==> src/rtl/if_fetch_stage_pkg.sv <==
// Shared definitions for the instruction-fetch stage: word geometry, the
// bubble instruction, the fetch FSM states and the queue entry layout.
package if_fetch_stage_pkg;

  localparam int WORD_W      = 32;
  localparam int INSTR_BYTES = 4;

  localparam logic [WORD_W-1:0] NOP_INSTR = 32'h0000_0000;

  typedef enum logic {
    IDLE = 1'b0,  // no request outstanding
    WAIT = 1'b1   // exactly one request outstanding
  } fetch_state_t;

  // One buffered fetch result: the PC+4 of the word and the word itself.
  typedef struct packed {
    logic [WORD_W-1:0] pc4;
    logic [WORD_W-1:0] instr;
  } fetch_entry_t;

  // Sequential instruction address; wraps modulo 2^32 silently.
  function automatic logic [WORD_W-1:0] next_word_addr(input logic [WORD_W-1:0] addr);
    return addr + WORD_W'(INSTR_BYTES);
  endfunction

endpackage

==> src/rtl/if_fetch_stage_if.sv <==
// Request/acknowledge bus between the fetch stage and instruction memory.
// The fetch stage is the master; memory answers with a one-cycle ack pulse
// carrying the read data in the same cycle.
interface if_fetch_stage_if
  import if_fetch_stage_pkg::*;
  ();

  logic              req;
  logic [WORD_W-1:0] addr;
  logic              ack;
  logic [WORD_W-1:0] rdata;

  modport master (output req, output addr, input ack, input rdata);
  modport slave  (input req, input addr, output ack, output rdata);

endinterface

==> src/rtl/if_fetch_stage_fetch_queue.sv <==
// Two-entry FIFO of fetch results. Entry 0 is always the head, so the
// presented instruction comes straight from a flop. Clear wins over push/pop.
module if_fetch_stage_fetch_queue
  import if_fetch_stage_pkg::*;
  (
    input  logic         clk,
    input  logic         rst,
    input  logic         clear,
    input  logic         push,
    input  logic         pop,
    input  fetch_entry_t push_data,
    output logic [1:0]   count,
    output fetch_entry_t head
  );

  logic [1:0]   count_q, count_d;
  fetch_entry_t e0_q, e0_d;
  fetch_entry_t e1_q, e1_d;
  logic         pop_ok;
  logic         push_ok;

  // Gate requests so an empty queue never pops and a full one never overflows.
  always_comb begin
    pop_ok  = pop && (count_q != 2'd0);
    push_ok = push && ((count_q != 2'd2) || pop_ok);
  end

  // Next occupancy and entry contents; entries shift toward the head on pop.
  always_comb begin
    count_d = count_q;
    e0_d    = e0_q;
    e1_d    = e1_q;
    if (clear) begin
      count_d = 2'd0;
    end else if (pop_ok && push_ok) begin
      if (count_q == 2'd2) begin
        e0_d = e1_q;
        e1_d = push_data;
      end else begin
        e0_d = push_data;
      end
    end else if (pop_ok) begin
      e0_d    = e1_q;
      count_d = count_q - 2'd1;
    end else if (push_ok) begin
      if (count_q == 2'd0) begin
        e0_d = push_data;
      end else begin
        e1_d = push_data;
      end
      count_d = count_q + 2'd1;
    end
  end

  // Occupancy is control state and follows the asynchronous reset.
  always_ff @(posedge clk or posedge rst) begin
    if (rst) begin
      count_q <= 2'd0;
    end else begin
      count_q <= count_d;
    end
  end

  // Entry storage is only meaningful when counted, so it carries no reset.
  always_ff @(posedge clk) begin
    e0_q <= e0_d;
    e1_q <= e1_d;
  end

  assign count = count_q;
  assign head  = e0_q;

endmodule

==> src/rtl/if_fetch_stage.sv <==
// Instruction-fetch stage feeding the IF/ID register. Owns the PC, the
// IDLE/WAIT request FSM, the kill flag for in-flight requests made stale by
// a branch, and the space rule that keeps queue plus outstanding request
// at no more than two instructions.
module if_fetch_stage
  import if_fetch_stage_pkg::*;
  #(
    parameter logic [WORD_W-1:0] RESET_PC  = 32'h0000_0000,
    parameter logic [WORD_W-1:0] NOP_INSTR = if_fetch_stage_pkg::NOP_INSTR
  )
  (
    input  logic                clk,
    input  logic                rst,
    input  logic                freeze,
    input  logic                branch_taken,
    input  logic [WORD_W-1:0]   branch_addr,
    if_fetch_stage_if.master    imem,
    output logic [WORD_W-1:0]   pc_out,
    output logic [WORD_W-1:0]   instr_out,
    output logic                fetch_stall
  );

  fetch_state_t      state_q, state_d;
  logic [WORD_W-1:0] pc_q, pc_d;
  logic              req_q, req_d;
  logic [WORD_W-1:0] addr_q, addr_d;
  logic              kill_q, kill_d;

  logic [1:0]        count;
  fetch_entry_t      head;
  fetch_entry_t      push_data;
  logic              push;
  logic              pop;
  logic [1:0]        count_next;
  logic              space;

  // Queue traffic this cycle; an ack seen while IDLE is not a real response.
  always_comb begin
    push = imem.ack && (state_q == WAIT) && !kill_q && !branch_taken;
    pop  = (count != 2'd0) && !freeze && !branch_taken;
    push_data.pc4   = next_word_addr(addr_q);
    push_data.instr = imem.rdata;
  end

  // Occupancy after this edge decides whether a new request may go out.
  always_comb begin
    count_next = count;
    if (branch_taken) begin
      count_next = 2'd0;
    end else if (push && !pop) begin
      count_next = count + 2'd1;
    end else if (pop && !push) begin
      count_next = count - 2'd1;
    end
    space = (count_next < 2'd2);
  end

  // Fetch FSM: issue, hold, back-to-back reissue, and branch redirect/kill.
  always_comb begin
    state_d = state_q;
    pc_d    = pc_q;
    req_d   = req_q;
    addr_d  = addr_q;
    kill_d  = kill_q;
    unique case (state_q)
      IDLE: begin
        if (branch_taken) begin
          pc_d = branch_addr;
        end else if (space) begin
          state_d = WAIT;
          req_d   = 1'b1;
          addr_d  = pc_q;
          pc_d    = next_word_addr(pc_q);
        end
      end
      WAIT: begin
        if (branch_taken) begin
          pc_d = branch_addr;
          if (imem.ack) begin
            state_d = IDLE;
            req_d   = 1'b0;
            kill_d  = 1'b0;
          end else begin
            kill_d  = 1'b1;
          end
        end else if (imem.ack) begin
          if (!kill_q && space) begin
            addr_d = pc_q;
            pc_d   = next_word_addr(pc_q);
          end else begin
            state_d = IDLE;
            req_d   = 1'b0;
            kill_d  = 1'b0;
          end
        end
      end
      default: begin
        state_d = IDLE;
        req_d   = 1'b0;
        kill_d  = 1'b0;
      end
    endcase
  end

  // Control and address registers, cleared immediately by reset.
  always_ff @(posedge clk or posedge rst) begin
    if (rst) begin
      state_q <= IDLE;
      pc_q    <= RESET_PC;
      req_q   <= 1'b0;
      addr_q  <= '0;
      kill_q  <= 1'b0;
    end else begin
      state_q <= state_d;
      pc_q    <= pc_d;
      req_q   <= req_d;
      addr_q  <= addr_d;
      kill_q  <= kill_d;
    end
  end

  if_fetch_stage_fetch_queue u_queue (
    .clk       (clk),
    .rst       (rst),
    .clear     (branch_taken),
    .push      (push),
    .pop       (pop),
    .push_data (push_data),
    .count     (count),
    .head      (head)
  );

  assign imem.req  = req_q;
  assign imem.addr = addr_q;

  // Present the head pair, or a bubble when nothing is buffered.
  always_comb begin
    fetch_stall = (count == 2'd0);
    pc_out      = fetch_stall ? '0 : head.pc4;
    instr_out   = fetch_stall ? NOP_INSTR : head.instr;
  end

endmodule

==> src/flat_wrapper.sv <==
// flat-port wrapper written by rule: the top's interface ports become plain ports
module if_fetch_stage_flat import if_fetch_stage_pkg::*;
#(
    parameter logic [WORD_W-1:0] RESET_PC  = 32'h0000_0000,
    parameter logic [WORD_W-1:0] NOP_INSTR = if_fetch_stage_pkg::NOP_INSTR
  )
  (clk, rst, freeze, branch_taken, branch_addr, pc_out, instr_out, fetch_stall, imem_req, imem_addr, imem_ack, imem_rdata);
  if_fetch_stage_if imem_i ();
  input  logic clk;
  input  logic rst;
  input  logic freeze;
  input  logic branch_taken;
  input  logic [WORD_W-1:0] branch_addr;
  output logic [WORD_W-1:0] pc_out;
  output logic [WORD_W-1:0] instr_out;
  output logic fetch_stall;
  output wire logic [$bits(imem_i.req)-1:0] imem_req;
  output wire logic [$bits(imem_i.addr)-1:0] imem_addr;
  input wire logic [$bits(imem_i.ack)-1:0] imem_ack;
  input wire logic [$bits(imem_i.rdata)-1:0] imem_rdata;
  assign imem_req = imem_i.req;
  assign imem_addr = imem_i.addr;
  assign imem_i.ack = imem_ack;
  assign imem_i.rdata = imem_rdata;
  if_fetch_stage #(.RESET_PC(RESET_PC), .NOP_INSTR(NOP_INSTR)) u_core (.clk(clk), .rst(rst), .freeze(freeze), .branch_taken(branch_taken), .branch_addr(branch_addr), .imem(imem_i), .pc_out(pc_out), .instr_out(instr_out), .fetch_stall(fetch_stall));
endmodule
==> config.mk <==
export PLATFORM = sky130hd
export DESIGN_NAME = if_fetch_stage_flat
export DESIGN_NICKNAME = d
export VERILOG_FILES = /design/src/rtl/if_fetch_stage_pkg.sv /design/src/rtl/if_fetch_stage_if.sv /design/src/rtl/if_fetch_stage_fetch_queue.sv /design/src/rtl/if_fetch_stage.sv /design/src/flat_wrapper.sv
export SDC_FILE = /design/constraint.sdc
export NUM_CORES = 1
export LEC_CHECK = 0
export ABC_AREA = 1
export CAP_MARGIN = 20
export CORE_ASPECT_RATIO = 0.9
export CORE_MARGIN = 2
export CORE_UTILIZATION = 50
export DETAILED_ROUTE_END_ITERATION = 10
export PLACE_DENSITY = 0.86
export SLEW_MARGIN = 40
export SYNTH_ARGS = -nofsm -noshare
export SYNTH_HDL_FRONTEND = slang
export SYNTH_SLANG_ARGS = --single-unit
==> constraint.sdc <==
create_clock -name clk -period 12.4 [get_ports clk]
set_input_delay 2.48 -clock clk [delete_from_list [all_inputs] [get_ports clk]]
set_output_delay 2.48 -clock clk [all_outputs]
set_load 0.01 [all_outputs]
---- Yosys cells after proc, flatten, opt, wreduce, memory -nomap -nowiden ----
Index checks and enable logic that the tools add are counted.
word-level totals
  ROM bits ................................ 0
  bits in latches ......................... 0
  RAM bits ................................ 0
  register bits after elaboration ......... 197
  memories kept ........................... 0
operators by class
  $lt $le $gt $ge ......................... 1
  div/mod/pow operators ................... 0
  add/sub/neg operators ................... 4
  bitwise operators ....................... 2
  reductions and logical operators ........ 31
  muxes and demuxes ....................... 46
  multiply operators ...................... 0
  shifts and indexed selects .............. 0
  equal/unequal tests ..................... 16
operators by type and width
  operator               number
  $mux 64                10
  $mux 32                12
  $pmux 32 s2            2
  $add 32x3->32 const B  2
  $mux 2                 7
  $ne 2x2->1 const B     7
  $mux 1                 13
  $logic_and 1x1->1      11
  $reduce_and 5->1       2
  $ne 3x3->1 const B     3
  $reduce_and 3->1       3
  $reduce_bool 3->1      3
  $ne 2x1->1 const B     4
  $reduce_bool 2->1      3
  $logic_not 1->1        5
  $pmux 1 s2             2
  $reduce_and 4->1       1
  $ne 3x2->1 const B     1
  $add 2x1->2 const B    1
  $eq 2x2->1 const B     1
  $logic_not 2->1        1
  $lt 2x2->1 const B     1
  $not 1->1              2
  $reduce_and 2->1       1
  other kinds (2)        2

---- Depth between registers and ports, before layout ----
  depth after elaboration ................. 14
  depth in mapped cells ................... 14
  gate-level depth less buffers ........... 13

---- Modules after synthesis ----
Synthesis repeated with hierarchy kept, for this count alone.
unflattened totals
  cells, all modules ...................... 1219
  area, all modules ....................... 10435.0 um^2
modules (own cells, without submodules)
  module                      seq. area each (um^2)  instances  area an instance (um^2)  cells each
  if_fetch_stage_fetch_queue  3893.7                 1          5233.8                   368
  if_fetch_stage              1676.6                 1          5201.2                   851

---- Least setup slack after synthesis ----
No wires, ideal clock.
  path kind ............................... input -> register
  from .................................... input port branch_taken
  to ...................................... register u_core.u_queue.e1_q[0] (netlist bit) (enable)
  setup slack ............................. 5.693 ns
  stages .................................. 8
  data required time ...................... 11.893 ns
  arrival ................................. 6.199 ns
  path through ............................ buf_6 > nor2_4 > nand2_2 > clkinv_2 > nand2_1 > nand2_1 > o21ai_0 > a21oi_1
on the way
  longest elaborated chain between the ends .. 8
  elaborated cells between the ends (all ways) .. 13
  those cells by class .................... eq/ne (3); bitwise (1); reduce/logical (9)
RTL lines
  item                                                              RTL line                                    RTL
  start: declaration                                                flat_wrapper.sv:12                          input logic branch_taken;
  $logic_not 1->1                                                   if_fetch_stage.sv:39, if_fetch_stage.sv:40
  $logic_and 1x1->1                                                 if_fetch_stage.sv:40                        pop = (count != 2'd0) && !freeze && !branch_taken;
  $logic_and 1x1->1                                                 if_fetch_stage_fetch_queue.sv:24            pop_ok = pop && (count_q != 2'd0);
  $logic_or 1x1->1                                                  if_fetch_stage_fetch_queue.sv:25            push_ok = push && ((count_q != 2'd2) || pop_ok);
  $logic_and 1x1->1                                                 if_fetch_stage_fetch_queue.sv:25
  $logic_and 1x1->1                                                 if_fetch_stage_fetch_queue.sv:35            end else if (pop_ok && push_ok) begin
  $ne 2x1->1 (no line) / $reduce_bool 2->1 (equally long branches)  n/a
  $reduce_and 5->1 (no line) (*)                                    n/a
  end signal: assignment                                            if_fetch_stage_fetch_queue.sv:67            e1_q <= e1_d;
  end: declaration                                                  if_fetch_stage_fetch_queue.sv:18            fetch_entry_t e1_q, e1_d;
Mark *: on every way between the ends. The rest lies on a longest branch, timed or not.
A chain may end at the register's enable or synchronous reset.

---- Worst setup path after layout ----
  from .................................... register u_core.u_queue.count_q[0], in the netlist u_core.u_queue.count[0]
  to ...................................... output port pc_out[9]
on the way
  longest elaborated chain between the ends .. 2
RTL lines
  item                      RTL line                          RTL
  start: declaration        if_fetch_stage_fetch_queue.sv:16  logic [1:0] count_q, count_d;
  start signal: assignment  if_fetch_stage_fetch_queue.sv:60  count_q <= count_d;
  $logic_not 2->1           if_fetch_stage.sv:138             fetch_stall = (count == 2'd0);
  $mux 32                   if_fetch_stage.sv:139             pc_out = fetch_stall ? '0 : head.pc4;
  end: declaration          flat_wrapper.sv:14                output logic [WORD_W-1:0] pc_out;
Every way passes these cells.

==> run metrics <==
clk_lat worst skew=roughly 440 ps; delay-heaviest family, CP=buffers and inverters; Netlist cell types=34; crit path max fanout=66; final std cells w/o fill=1,622; starting DRC count in detailed routing=roughly 720; Routed WL=between 20 and 25 mm; min Tclk post-route=4980 ps; critical path cell sequence=inv_1, ha_2, buf_4, nor2_1, clkdlybuf4s50_1; Remaining DRCs=0; CP startpoint=u_core.u_queue.count[0]; Seq pwr share=40.7%; Boundary Pins=between 150 and 200; f_max=201 MHz; run status=finished, final reports clean; ant diodes=0; P_int=1.62 mW; Area growth syn-to-layout=24.6%; die height=138 um; Clock Root Buffer=clkbuf_16; Synth Cell Area=10,000 um^2; RR Endpoint=u_core.u_queue.head[13]; placed instance area=11,900 um^2; P per Cell Area=212 nW/um^2; Worst VDD drop=0.116 mV; Routed wire per std cell=15.0 um; largest net degree at the start of global routing=70; worst slew pin tran=702 ps; crit start category=flop; Slew HR=a little over half; Critical Path Max Stage Delay=520 ps; ys flop type=edfxtp_1; highest-delay cell along the critical path=clkdlybuf4s50_1; gr usage total=23.4%; part of the power in combinational logic=38.4%; mean area per synthesized cell=8.32 um^2; post-synthesis cell count=1,203; GPL Wtd Cong=0.972; CP Depth=5; RSZ-0062 raised after global routing=false; top post-synthesis cells by area=edfxtp_1 (38%), nand2_1 (19%), dfrtp_1 (17%); post-synth top area cell=edfxtp_1; ys async rst share=35.0%; crit path to=pc_out[9]; port bufs=166; top-area cell type share of the netlist area=38.4%; initial core utilization=50.6%; DR vias/cell=a little over 5; placed insts=between 1,500 and 2,000; ratio of cells with drive above 1 in the final layout=6.66%; commonest non-fill, non-tap cell in the layout=nand2_1; clk slew on worst S/H paths=80 ps; post-synthesis sequential area ratio=a little under three fifths; Switch Pwr=1.03 mW; switching share of total power=38.8%; CP required=9920 ps; total iterations of the first detailed-routing run=5; CTS buffer count=17; Final setup violation count=0; number of global-route vias before repair=between 7,000 and 8,000; final worst setup slack=7420 ps; syn_nets=1,276; die width=between 150 and 200 um; hpwl dp=17.7 mm; Final ANT Viol Nets=0; setup TNS=0 ps; Core Box Area=19,800 um^2; cell area after layout=12,500 um^2; H-tree depth=4; CP arrival=about 2500 ps; Post-synth EDFFs=about 130; commonest non-fill, non-tap cells in the layout=nand2_1 (506), clkdlybuf4s50_1 (166), nor2_1 (149); final slew viol count=0; final worst-path cycle share=40.2%; first-pass GRT wire length=39.6 mm; Place WS=approximately 7300 ps; post-CTS setup buffers=0; buffers and inverters on the worst path=3; reg2reg start=u_core.u_queue.count[0]; r2r worst-path depth=11; Final Hold Vio Count=0; Lkg Pwr=about 5.5 nW; Crit. End Element=primary output; r2r setup slk=9170 ps; Die ar.=21,200 um^2; Post-layout nets=about 1,400; num rows=49; # fillers=1,588; GRT overflow=0; hold path start=u_core.u_queue.e1_q[28]; Yosys warning count=0; #FFs+latches synth=197; Layout Skew=12.4 ps; Clk pwr share=between 20% and 30%; CTS Hold Buffers Added=0; # resized after CTS=0; Max-cap violations=0; CTS Sinks=197; Hold Path Class=reg2reg; CTS max path bufs=2; WS Path Type=reg2out; initial antenna violation count=0; CTS tree=done; routed via count=a little over 8,000
==> how the worst min path moves through the flow <==
stage	cells past startpoint	slack (ps)	end
floorplan	2	460	u_core.pc_q[31]
global placement	2	480	u_core.pc_q[31]
detailed placement	2	500	u_core.u_queue.head[38]
CTS	2	520	u_core.u_queue.head[28]
global route	2	530	u_core.u_queue.head[40]
finish	2	510	u_core.u_queue.head[28]
==> registers in the layout (all words and copies together), names as in the netlist <==
signal,flops
u_core.u_queue.e1_q,64
u_core.state_q,1
u_core.imem.addr,32
u_core.u_queue.count,2
u_core.pc_q,32
u_core.u_queue.head,64
u_core.imem.req,1
u_core.kill_q,1
==> layout make-up <==
type,count,area (um^2),area share (%)
clock buffer,17,425,3.41
clock inverter,15,178,1.42
inverter,128,487,3.90
multi-input combinational,835,3720,29.8
sequential,197,5570,44.6
tap,255,319,2.56
timing repair buffer,175,1780,14.3
==> metrics by stage <==
step	hold slack (ps)	total power, mW	utilization, %
final	513	2.65	63.0
after detailed placement	497	2.11	59.9
after global routing	533	2.82	63.0
after global placement	479	2.05	59.6
after CTS	516	2.66	63.0
after floorplan	464	1.66	-
==> cells in the mapped netlist, types with 4 or more instances <==
cell / instances
a21oi_1: 4
buf_1: 10
buf_2: 7
buf_4: 11
buf_6: 8
clkbuf_1: 7
dfrtp_1: 69
edfxtp_1: 128
ha_1: 4
inv_1: 124
nand2_1: 506
nand2_2: 4
nand3_1: 43
nand4_1: 6
nor2_1: 149
nor3_1: 4
nor3_2: 4
o21ai_0: 30
o21ai_1: 8
o21ai_2: 22
or2_2: 6
xnor2_1: 9
xor2_1: 22
==> cells by family after synthesis <==
| kind of cell | Yosys count | synth area share, % |
|---|---|---|
| AO/OA/AOI/OAI | 67 | 4.24 |
| XOR/XNOR | 31 | 2.71 |
| adder cells (fa/ha/maj) | 4 | 0.500 |
| buffers and inverters | 171 | 7.55 |
| flip-flops | 197 | 55.6 |
| AND/OR/NAND/NOR | 733 | 29.4 |
==> worst reg2reg max path, cell delays in order, from the launching register on <==
cell     delay [ps]
dfrtp_1         360
inv_1           200
ha_2            250
buf_4           510
inv_2            70
nand2_2         140
nor2_4           70
nand2_2          80
buf_4           530
inv_4           490
nand2_1         210
nand2_1          80
==> power groups by stage <==
stage	Combinational (mW)	Clock, mW	Sequential, mW
detailed placement	1.02	0	1.09
floorplan	0.598	0	1.06
CTS	1.02	0.560	1.08
global placement	0.967	0	1.08
global route	1.13	0.587	1.10
finish	1.02	0.552	1.08
==> routing by layer <==
metal	vias to the layer above	global-route usage (%)	share of wire, %
li1	4073	-	-
met1	3835	31.0	42
met2	343	39.3	49
met3	42	4.01	7.0
met4	0	7.85	2.5
met5	-	0	0
No activity file was read; power rests on OpenSTA's default activity.
